<file path="config.mk">
export PLATFORM = sky130hd
export DESIGN_NAME = stream_demux
export DESIGN_NICKNAME = d
export VERILOG_FILES = /design/src/rtl/stream_demux.sv
export SDC_FILE = /design/constraint.sdc
export NUM_CORES = 1
export LEC_CHECK = 0
export CELL_PAD_IN_SITES_DETAIL_PLACEMENT = 1
export CELL_PAD_IN_SITES_GLOBAL_PLACEMENT = 2
export CORE_MARGIN = 2
export CORE_UTILIZATION = 25
export CTS_BUF_LIST = sky130_fd_sc_hd__clkbuf_16
export CTS_CLUSTER_DIAMETER = 150
export DETAILED_ROUTE_END_ITERATION = 7
export PLACE_DENSITY_LB_ADDON = 0.1
export SYNTH_ARGS = -nofsm -noshare
export SYNTH_HDL_FRONTEND = slang
export SYNTH_SLANG_ARGS = --single-unit
</file>
<file path="constraint.sdc">
create_clock -name clk -period 1.48 [get_ports clk]
set_input_delay 0.148 -clock clk [delete_from_list [all_inputs] [get_ports clk]]
set_output_delay 0.148 -clock clk [all_outputs]
set_load 0.01 [all_outputs]
</file>
<file path="src/rtl/stream_demux.sv">
// Registered 1-to-2 valid/ready demultiplexer with one holding slot per output.
// Define STREAM_DEMUX_COUNT_EN to build the per-output transfer counters.
module stream_demux #(
    parameter int WIDTH     = 16,
    parameter int CNT_WIDTH = 8
) (
    input  logic                 clk,
    input  logic                 rst_n,
    input  logic                 in_valid,
    output logic                 in_ready,
    input  logic                 select,
    input  logic [WIDTH-1:0]     in_data,
    output logic                 out0_valid,
    input  logic                 out0_ready,
    output logic [WIDTH-1:0]     out0_data,
    output logic [CNT_WIDTH-1:0] out0_count,
    output logic                 out1_valid,
    input  logic                 out1_ready,
    output logic [WIDTH-1:0]     out1_data,
    output logic [CNT_WIDTH-1:0] out1_count
);

    logic [1:0] out_ready;
    logic [1:0] slot_valid;
    logic [1:0] slot_drain;
    logic       accept;

    assign out_ready = {out1_ready, out0_ready};

    // Only the addressed slot decides readiness, so a stalled output never blocks the other.
    assign in_ready = !slot_valid[select] || out_ready[select];
    assign accept   = in_valid && in_ready;

    genvar gi;
    generate
        for (gi = 0; gi < 2; gi++) begin : g_slot
            logic             fill;
            logic             valid_q;
            logic             valid_d;
            logic [WIDTH-1:0] data_q;
            logic [WIDTH-1:0] data_d;

            assign fill           = accept && (select == gi[0]);
            assign slot_drain[gi] = valid_q && out_ready[gi];
            assign slot_valid[gi] = valid_q;

            // A fill in the same cycle as a drain keeps the slot occupied with the new word.
            assign valid_d = fill || (valid_q && !slot_drain[gi]);
            assign data_d  = fill ? in_data : data_q;

            always_ff @(posedge clk or negedge rst_n) begin
                if (!rst_n) begin
                    valid_q <= 1'b0;
                    data_q  <= '0;
                end else begin
                    valid_q <= valid_d;
                    data_q  <= data_d;
                end
            end

`ifdef STREAM_DEMUX_COUNT_EN
            logic [CNT_WIDTH-1:0] count_q;
            logic [CNT_WIDTH-1:0] count_d;

            assign count_d = count_q + {{(CNT_WIDTH-1){1'b0}}, slot_drain[gi]};

            always_ff @(posedge clk or negedge rst_n) begin
                if (!rst_n) begin
                    count_q <= '0;
                end else begin
                    count_q <= count_d;
                end
            end
`endif
        end
    endgenerate

    assign out0_valid = g_slot[0].valid_q;
    assign out1_valid = g_slot[1].valid_q;
    assign out0_data  = g_slot[0].data_q;
    assign out1_data  = g_slot[1].data_q;

`ifdef STREAM_DEMUX_COUNT_EN
    assign out0_count = g_slot[0].count_q;
    assign out1_count = g_slot[1].count_q;
`else
    assign out0_count = '0;
    assign out1_count = '0;
`endif

endmodule

</file>
==> report_table.html <==
<table>
<tr><th>Metric</th><th>Value</th></tr>
<tr><th colspan="2">Status</th></tr>
<tr><td>Run status</td><td>finished, final reports clean</td></tr>
<tr><th colspan="2">Yosys</th></tr>
<tr><td>Gate count of the mapped netlist</td><td>96</td></tr>
<tr><td>Xor and xnor fraction of the mapped netlist area</td><td>0%</td></tr>
<tr><td>Main combinational cell family by area after synthesis</td><td>multiplexers</td></tr>
<tr><td>Post-synthesis mux area share</td><td>a little over a quarter</td></tr>
<tr><td>Synth Register Bits</td><td>34</td></tr>
<tr><td>Library cells used by synthesis</td><td>15</td></tr>
<tr><td>Per-instance average area after synthesis</td><td>between 15 and 20 um^2</td></tr>
<tr><td>Area share of fa/ha/maj cells after synthesis</td><td>0%</td></tr>
<tr><td>Fraction of the mapped netlist area in compound gates</td><td>less than 1%</td></tr>
<tr><td>Part of the Yosys area used for sequential elements</td><td>approximately 57%</td></tr>
<tr><td>Area of the mapped netlist</td><td>1500 um^2</td></tr>
<tr><td>Number of warnings issued by yosys</td><td>0</td></tr>
<tr><td>Simple-Gate Fraction of Synth Area</td><td>under 10%</td></tr>
<tr><th colspan="2">Global route</th></tr>
<tr><td>Initial antenna violation count</td><td>0</td></tr>
<tr><td>Met3 demand-to-capacity share in global routing</td><td>3.96%</td></tr>
<tr><td>Global-route wire length before repair</td><td>4880 um</td></tr>
<tr><td>GRT Total Usage</td><td>about a tenth</td></tr>
<tr><td>Global-route met2 utilization</td><td>between 15 and 20%</td></tr>
<tr><td>Largest net degree at the start of global routing</td><td>19</td></tr>
<tr><td>M1 GR Usage</td><td>between 10% and 20%</td></tr>
<tr><td>Number of global-route vias before repair</td><td>around 1000</td></tr>
<tr><td>Most congested layer reported by global routing</td><td>met2</td></tr>
<tr><td>Overall overflow remaining after global route</td><td>0</td></tr>
<tr><th colspan="2">Clocking</th></tr>
<tr><td>Sinks on the clock net</td><td>34</td></tr>
<tr><td>Worst-skew pair later-pin latency</td><td>about 270 ps</td></tr>
<tr><td>Clock tree from TritonCTS</td><td>done</td></tr>
<tr><td>Number of CTS-inserted buffers</td><td>5</td></tr>
<tr><td>Clock buffer depth</td><td>2</td></tr>
<tr><td>Count of H-tree levels built during CTS</td><td>2</td></tr>
<tr><td>Clock transition at the registers of the reported paths</td><td>about 50 ps</td></tr>
<tr><td>Clock root cell</td><td>clkbuf_16</td></tr>
<tr><td>Setup repair bufs after CTS</td><td>0</td></tr>
<tr><th colspan="2">Placement</th></tr>
<tr><td>Final weighted congestion in routability-driven placement</td><td>between 0.6 and 0.7</td></tr>
<tr><td>Detailed-placement wirelength estimate</td><td>around 2400 um</td></tr>
<tr><td>Placed insts</td><td>229</td></tr>
<tr><td>Setup Slack @ Placement</td><td>-113 ps</td></tr>
<tr><td>Count of input and output buffers</td><td>56</td></tr>
<tr><th colspan="2">Floorplan</th></tr>
<tr><td>Initial standard-cell utilization of the core</td><td>25.6%</td></tr>
<tr><td>Core area</td><td>roughly 5900 um^2</td></tr>
<tr><td>Floorplan die area</td><td>approximately 6600 um^2</td></tr>
<tr><td>Die X</td><td>81.4 um</td></tr>
<tr><td>Overall die height</td><td>around 81 um</td></tr>
<tr><td>Num rows</td><td>28</td></tr>
<tr><td>Count of pins on the block boundary</td><td>73</td></tr>
<tr><th colspan="2">Timing</th></tr>
<tr><td>Unrepaired setup endpoints after global routing</td><td>no</td></tr>
<tr><td>Final count of hold timing violations</td><td>0</td></tr>
<tr><td>Share of the clock period used by the worst path after layout</td><td>slightly above 90%</td></tr>
<tr><td>Worst-case setup margin in the final layout</td><td>just under 100 ps</td></tr>
<tr><td>Maximum achievable frequency</td><td>723 MHz</td></tr>
<tr><td>Worst clock skew</td><td>about 4.5 ps</td></tr>
<tr><td>Final critical path time including I/O delays and setup</td><td>1380 ps</td></tr>
<tr><td>Final setup violating endpoints</td><td>0</td></tr>
<tr><td>Pins Over Slew Limit</td><td>0</td></tr>
<tr><th colspan="2">Worst setup path</th></tr>
<tr><td>Reg2Reg Depth</td><td>4</td></tr>
<tr><td>Crit path launch type</td><td>flop</td></tr>
<tr><td>Nature of the critical path endpoint</td><td>output pin</td></tr>
<tr><td>Terminus of the critical flop-to-flop path</td><td>out1_data[6]</td></tr>
<tr><td>Critical path arrival</td><td>1240 ps</td></tr>
<tr><td>Category of the most critical setup path</td><td>reg -&gt; out</td></tr>
<tr><td>Max Fanout on Critical Path</td><td>3</td></tr>
<tr><td>Critical path data required time</td><td>around 1300 ps</td></tr>
<tr><td>FF-to-FF Start</td><td>out1_valid</td></tr>
<tr><td>Reg2Reg Setup Slack</td><td>around 160 ps</td></tr>
<tr><th colspan="2">Cells and area</th></tr>
<tr><td>Net count reported at finish</td><td>184</td></tr>
<tr><td>Most common cell after layout, fill and taps aside</td><td>clkdlybuf4s50_1</td></tr>
<tr><td>Fraction of final layout cells sized beyond drive strength 1</td><td>30.7%</td></tr>
<tr><td>Post-synthesis to final-layout area growth</td><td>52.3%</td></tr>
<tr><td>Utilization of the core after routing</td><td>about two fifths</td></tr>
<tr><td>Antenna fix cells</td><td>0</td></tr>
<tr><td>Final instance count without filler cells</td><td>between 200 and 250</td></tr>
<tr><td>Most used cells in the layout excluding fill and tap cells</td><td>54 x clkdlybuf4s50_1, 34 x dfrtp_1, 22 x mux2_2, 16 x conb_1, 10 x mux2_4</td></tr>
<tr><th colspan="2">Routing</th></tr>
<tr><td>First drt pass iteration count</td><td>2</td></tr>
<tr><td>Count of routing violations after the opening detailed-route iteration</td><td>26</td></tr>
<tr><td>Average detailed-routed wire length per instance</td><td>around 13 um</td></tr>
<tr><td>Final ANT Viol Nets</td><td>0</td></tr>
<tr><td>Number of remaining DRC errors</td><td>0</td></tr>
<tr><td>Count of vias placed by the detailed router</td><td>around 920</td></tr>
<tr><td>Total wire length after detailed routing</td><td>3090 um</td></tr>
<tr><td>Number of vias per cell</td><td>just under 4</td></tr>
<tr><th colspan="2">Hold path</th></tr>
<tr><td>Worst hold-check path type</td><td>in -&gt; async</td></tr>
<tr><th colspan="2">Flow run</th></tr>
<tr><td>Maximum capacitance violations</td><td>0</td></tr>
<tr><th colspan="2">Power</th></tr>
<tr><td>Maximum vdd drop</td><td>between 0.5 and 0.6 mV</td></tr>
<tr><td>Static leakage</td><td>0.992 nW</td></tr>
<tr><td>Power per Cell Area</td><td>1280 nW/um^2</td></tr>
</table>
## worst max-delay path, stage by stage (launching register included)
cell and delay, ps:
dfrtp_1 370, nor2b_2 180, a21oi_1 130, dlygate4sd2_1 280
## repair_timing
| item | 4_1_cts | 5_1_grt |
|---|---|---|
| setup endpoints to repair | 1 | 0 |
| endpoints found under the hold margin | 16 | 0 |
| resized for setup | 1 | 0 |
| hold buffers | 1 | 0 |
## where the power goes
group          leakage (nW)  total, mW  switching, mW  internal, mW
clock network        0.0724      0.945          0.339         0.606
logic                 0.519      0.789          0.271         0.518
registers             0.400       1.19         0.0952          1.10
## metrics by stage
stage               power, mW  hold slack [ps]  area, um^2  TNS, ps
floorplan                1.55             -148        1560        0
global placement         1.99             88.4        2140    -2600
detailed placement       2.01              102        2140    -3060
CTS                      2.99              350        2280        0
global route             3.10              378        2280        0
finish                   2.93              333        2280        0
## cells in the mapped netlist
library cell / instances / area, um^2
nor2_4: 1 / 11.3
nor2b_2: 1 / 8.76
dfrtp_1: 34 / 851
a21oi_1: 1 / 5.00
nand2b_4: 2 / 27.5
nor2b_4: 1 / 13.8
buf_6: 2 / 22.5
nand2_1: 2 / 7.51
conb_1: 1 / 3.75
nand2b_1: 1 / 6.26
buf_4: 16 / 120
mux2_4: 10 / 150
mux2_2: 22 / 248
buf_12: 1 / 20.0
nor2_1: 1 / 3.75
## cell families (layout without fill, tap and decap cells)
group,Yosys count,in the layout
multiplexers,32,32
buffers and inverters,19,71
other,1,16
AO/OA/AOI/OAI,1,1
flip-flops,34,34
AND/OR/NAND/NOR,9,9
## how the worst max path moves through the flow
| stage | start | end | slack (ps) | cells after the start |
|---|---|---|---|---|
| after floorplan | out1_valid | out1_data[10] | 120 | 4 |
| after global placement | out0_ready | in_ready | -90 | 5 |
| after detailed placement | select | out1_data[0] | -110 | 5 |
| after CTS | out1_valid | in_ready | 70 | 3 |
| after global routing | out1_valid | in_ready | 40 | 3 |
| final | out1_valid | in_ready | 100 | 3 |
## state kept, by name, summed over array words and instances (netlist names)
register,flops
out0_valid,1
out1_valid,1
out1_data,16
out0_data,16
## layer usage
| layer | vias to the layer above | wire, um |
|---|---|---|
| li1 | 426 | - |
| met5 | - | 0 |
| met3 | 4 | 313 |
| met2 | 50 | 1400 |
| met1 | 444 | 1350 |
| met4 | 0 | 28 |
## final cells by class
cell class / count / area [um^2]
Clock inverter: 3 / 12.5
Multi-Input combinational cell: 58 / 542
Tap cell: 75 / 93.8
Fill cell: 623 / 3570
Sequential cell: 34 / 851
Clock buffer: 5 / 125
Timing Repair Buffer: 63 / 659
No activity file was read; power rests on OpenSTA's default activity.
